==> config.mk <==
export PLATFORM = sky130hd
export DESIGN_NAME = bp_fe_instr_aligner
export DESIGN_NICKNAME = d
export VERILOG_FILES = /design/src/rtl/bp_fe_instr_aligner.sv
export SDC_FILE = /design/constraint.sdc
export NUM_CORES = 1
export LEC_CHECK = 0
export CORE_MARGIN = 2
export CORE_UTILIZATION = 39
export DETAILED_ROUTE_END_ITERATION = 7
export HOLD_SLACK_MARGIN = 0.03
export PLACE_DENSITY = 0.78
export SYNTH_ARGS = -nofsm -noshare
export SYNTH_HDL_FRONTEND = slang
export SYNTH_SLANG_ARGS = --single-unit
==> constraint.sdc <==
create_clock -name clk_i -period 2.1 [get_ports clk_i]
set_input_delay 0.42 -clock clk_i [delete_from_list [all_inputs] [get_ports clk_i]]
set_output_delay 0.42 -clock clk_i [all_outputs]
set_load 0.02 [all_outputs]
==> src/rtl/bp_fe_instr_aligner.sv <==
// Front-end instruction aligner.
// Splits 32b fetch words into whole 16b/32b instructions with PCs.
module bp_fe_instr_aligner #(
  parameter int vaddr_width_p = 39
) (
  input  logic                     clk_i,
  input  logic                     reset_i,
  input  logic                     redirect_v_i,
  input  logic [vaddr_width_p-1:0] redirect_pc_i,
  input  logic                     fetch_v_i,
  input  logic [vaddr_width_p-1:0] fetch_pc_i,
  input  logic [31:0]              fetch_data_i,
  output logic                     fetch_yumi_o,
  output logic                     instr_v_o,
  output logic [vaddr_width_p-1:0] instr_pc_o,
  output logic [31:0]              instr_o,
  output logic                     instr_compressed_o,
  input  logic                     instr_ready_and_i
);

  localparam int instr_width_gp = 32;
  localparam int half_width_lp = instr_width_gp / 2;

  typedef logic [vaddr_width_p-1:0] vaddr_t;
  typedef logic [half_width_lp-1:0] half_t;

  localparam vaddr_t two_lp = vaddr_t'(2);

  typedef enum logic [1:0] {
    e_lo    = 2'd0,
    e_hi    = 2'd1,
    e_split = 2'd2
  } state_e;

  state_e state_r;
  half_t  held_half_r;
  vaddr_t held_pc_r;

  half_t  lo_half;
  half_t  hi_half;
  logic   lo_cmp;
  logic   hi_cmp;
  vaddr_t fetch_pc_p2;
  vaddr_t held_pc_p2;
  logic   active;
  logic   handshake;
  logic   capture;

  assign lo_half = fetch_data_i[half_width_lp-1:0];
  assign hi_half = fetch_data_i[instr_width_gp-1:half_width_lp];
  assign lo_cmp = (lo_half[1:0] != 2'b11);
  assign hi_cmp = (hi_half[1:0] != 2'b11);
  assign fetch_pc_p2 = fetch_pc_i + two_lp;
  assign held_pc_p2 = held_pc_r + two_lp;

  // Reset and redirect both suppress any transfer in this cycle
  assign active = fetch_v_i & ~redirect_v_i & ~reset_i;

  // Output mux: pick the instruction starting at the current halfword
  always_comb begin
    instr_v_o = 1'b0;
    instr_pc_o = fetch_pc_i;
    instr_o = fetch_data_i;
    instr_compressed_o = 1'b0;
    capture = 1'b0;
    unique case (state_r)
      e_lo: begin
        instr_v_o = active;
        instr_pc_o = fetch_pc_i;
        instr_compressed_o = lo_cmp;
        instr_o = lo_cmp ? {16'b0, lo_half} : fetch_data_i;
      end
      e_hi: begin
        instr_v_o = active & hi_cmp;
        instr_pc_o = fetch_pc_p2;
        instr_compressed_o = 1'b1;
        instr_o = {16'b0, hi_half};
        capture = active & ~hi_cmp;
      end
      e_split: begin
        instr_v_o = active;
        instr_pc_o = held_pc_r;
        instr_compressed_o = 1'b0;
        instr_o = {lo_half, held_half_r};
      end
      default: begin
        instr_v_o = 1'b0;
      end
    endcase
  end

  assign handshake = instr_v_o & instr_ready_and_i;

  // Word is consumed once its last halfword has been used or captured
  always_comb begin
    fetch_yumi_o = 1'b0;
    unique case (state_r)
      e_lo:    fetch_yumi_o = handshake & ~lo_cmp;
      e_hi:    fetch_yumi_o = handshake | capture;
      e_split: fetch_yumi_o = 1'b0;
      default: fetch_yumi_o = 1'b0;
    endcase
  end

  // Alignment state and held leading halfword of a straddling instruction
  always_ff @(posedge clk_i) begin
    if (reset_i) begin
      state_r <= e_lo;
      held_half_r <= '0;
      held_pc_r <= '0;
    end else if (redirect_v_i) begin
      state_r <= redirect_pc_i[1] ? e_hi : e_lo;
      held_half_r <= '0;
      held_pc_r <= '0;
    end else if (capture) begin
      state_r <= e_split;
      held_half_r <= hi_half;
      held_pc_r <= fetch_pc_p2;
    end else if (handshake) begin
      unique case (state_r)
        e_lo:    state_r <= lo_cmp ? e_hi : e_lo;
        e_hi:    state_r <= e_lo;
        e_split: state_r <= e_hi;
        default: state_r <= e_lo;
      endcase
    end
  end

  // The word completing a split instruction must follow the held half
  always_ff @(posedge clk_i) begin
    if (active && state_r == e_split)
      assert (fetch_pc_i == held_pc_p2);
  end

endmodule

==> impl_results.md, run 1 <==
- Status: complete, but fails checks
- Failing checks: DRC, setup timing
- Setup CP Type: in -> out
- Hold-fix buffers at CTS: 0
- Sw Ratio: approximately a third
- Final Cycle Share: 127%
- Relative slew slack: 53.4%
- Startpoint type of the worst setup path: input port
- Final Cell Area: 0.00892 sq mm
- Area delta synth->final: 102%
- Syn_nets: 732
- Via count: 7,613
- Layout Skew: slightly above 7 ps
- Clock-pin slew on the worst setup and hold paths: roughly 60 ps
- Initial DRT Pass Iterations: 8
- Multi-input logic area: 0.00383 sq mm
- Sw Pwr: 1440 uW
- GR Overflow Total: 0
- Port bufs: 150
- FF+latch area: 0.00115 sq mm
- Fmax: roughly 380 MHz
- CP max FO: 6
- Clk root buf: clkbuf_16
- Worst slew pin tran: 699 ps
- Initial drt markers: 1,331
- Clock power frac: 37.5%
- Largest area contributor in the netlist: dfxtp_1
- Top-count cell post-synth: nand3_1
- Largest net degree at the start of global routing: 55
- Setup violators final: 77
- Placer Congestion: 0.934
- Die Span Y: roughly 110 um
- Pwr dens: 472 mW/mm^2
- # IOs: 189
- CTS sink count: 57
- Clk buf depth: 2
- Layout Utilization: between 80% and 90%
- ANT cells: 0
- Leakage: 0.00398 uW
- Initial antenna violation count: 1
- Synth Register Bits: 57
- Synth area leaders: dfxtp_1, nand3_1, nand2_1, and3_1, o21ai_0
- Unrepaired setup endpoints after global routing: true
- Asr flop ratio synth: 0%
- Max VDD drop: 410 uV
- Rows: 38
- CTS Buf Count: 9
- Via density: 7.08
- Gate power share: 36.6%
- P_int: 2780 uW
- Post-Route WL: 29.7 mm
- Overall Global Routing Usage: between 30 and 40%
- Main synth FF type: dfxtp_1
- Slowest Stage Delay on Critical Path: roughly 460 ps
- Die Wd: approximately 110 um
- Slowest cell on the critical path: nor4_4
- Placed Area: 0.00737 sq mm
- Worst skew pair latency: 350 ps
- Post-Syn Area: between 0.004 and 0.005 sq mm
- Final Hold Vio Count: 0
- Yosys warnings: 0
- Crit path cell chain: buf_2, nand3_4, nor4_4, buf_4, nand4_1, o311ai_4, buf_6
- Core Box Area: between 0.01 and 0.015 sq mm
- Sequential share of power: between 20% and 30%
- Number of fill cells: 523
- CP Data Arrival Time: roughly 2200 ps
- Vias in the first global route: 6,718
- Maxcap violations: 0
- Global-route wire length before repair: 36.1 mm
- Initial core utilization: 40.3%
- Min cycle time layout: 2660 ps
- Die ar.: between 0.01 and 0.015 sq mm
- Post-synth EDFFs: 0
- HP Class: reg -> reg
- Sequential fraction of the synthesis area: ~26%
- H-tree depth: 3
- Layout cell share with drive strength beyond 1: roughly half
- Fin nets: between 1,000 and 1,500
- Routed length per instance: between 20 and 30 um
- Post-synthesis cell type count: 55
- Final Worst Setup Slack: -559 ps
- Antenna Violating Nets Remaining: 0
- DP Wirelength: 13.0 mm
- DRC viols: 28
- CTS tree: built
- Commonest cells post-synth: nand3_1, nand2_1, dfxtp_1
- Critical Path Sink Type: output pin
- Cell count after synthesis: 612
- Crit path required time: 1680 ps
- Syn_area_per_cell: between 7 and 8 sq um
- Post-synth top area share: 25.9%
- Max Slew Vio Count: 0
==> critical path: cells and delay by family <==
kind	cells	cell delay (ps)
AOI/OAI and AO/OA	1	360
buffers and inverters	3	600
and+or+nand+nor	3	860
==> flip-flops by register name, summed over array words and instances (netlist names) <==
signal and count:
state_r 2, held_pc_r 39, held_half_r 16
==> layer usage <==
metal | share of wire, % | wire, um | GRT usage, % | up-vias
met1 | 33 | 9760 | 45.8 | 3463
met5 | 0 | 0 | 0 | -
met4 | 9.6 | 2840 | 26.1 | 0
met2 | 44 | 12900 | 63.1 | 918
met3 | 14 | 4160 | 8.52 | 325
li1 | - | - | - | 2907
==> worst paths after layout <==
check / start / end / slack [ps] / cells after the start
setup reg to reg: state_r[1] / held_pc_r[4] / -220 / 7
hold reg to reg: held_half_r[9] / held_half_r[9] / 450 / 2
hold / removal: held_half_r[9] / held_half_r[9] / 450 / 2
setup / recovery: fetch_pc_i[7] / instr_pc_o[36] / -560 / 7
==> repair_timing <==
| item | in CTS | in global routing |
|---|---|---|
| resized for setup | 610 | 104 |
| endpoints found under the setup margin | 130 | 75 |
| buffers inserted | 26 | 23 |
| cloned | 5 | 6 |
| pin swaps | 57 | 48 |
==> power by group through the flow <==
stage / registers [uW] / clock network (uW) / logic (uW)
4_1_cts: 1090 / 1500 / 1290
6_report: 1090 / 1580 / 1540
5_1_grt: 1090 / 1590 / 1570
2_1_floorplan: 1110 / 0 / 534
3_3_place_gp: 1110 / 0 / 1190
3_5_place_dp: 1110 / 0 / 1220
==> placed cells by master (no fill, tap or decap), types with 22 or more instances in the layout <==
cell type,synthesis,layout
buf_4,0,186
nand3_1,103,79
buf_6,1,73
dfxtp_1,57,55
nand2_1,58,54
clkdlybuf4s50_1,0,39
and3_1,29,28
inv_1,33,27
nand3_2,2,23
o21ai_0,35,22
==> metrics by stage <==
step	worst slack [ps]	power [uW]	setup TNS (ps)	std cells	hold slack, ps
final	-559	4210	-24130	1075	454
after detailed placement	-1250	2330	-84250	1001	447
after global placement	-1180	2300	-75840	1001	431
after floorplan	-88.8	1650	-195	612	422
after global routing	-734	4260	-26240	1075	474
after CTS	-297	3880	-14800	1046	456
==> final cells by class <==
cell class,count,share of cell area [%]
multi-input combinational,473,42.9
sequential,57,12.9
tap,140,1.96
timing repair buffer,357,37.4
clock inverter,3,0.449
clock buffer,12,2.87
inverter,33,1.56
==> cell families (layout without fill, tap and decap cells) <==
family	Yosys count	count (layout)	share of synthesized area, %
flops	57	57	25.9
fa+ha+maj	5	5	1.42
compound gates	139	139	21.9
buf+inv	85	405	7.61
xor+xnor	30	30	5.96
mux	16	16	3.66
simple gates	280	283	33.5
Note: power is estimated with default switching activity, not from simulation.
==> run 2: changes to the inputs <==
- HOLD_SLACK_MARGIN: 0.03 -> not set
==> results of run 2 <==
The final DEF is identical to that of run 1; final timing and power are the same.
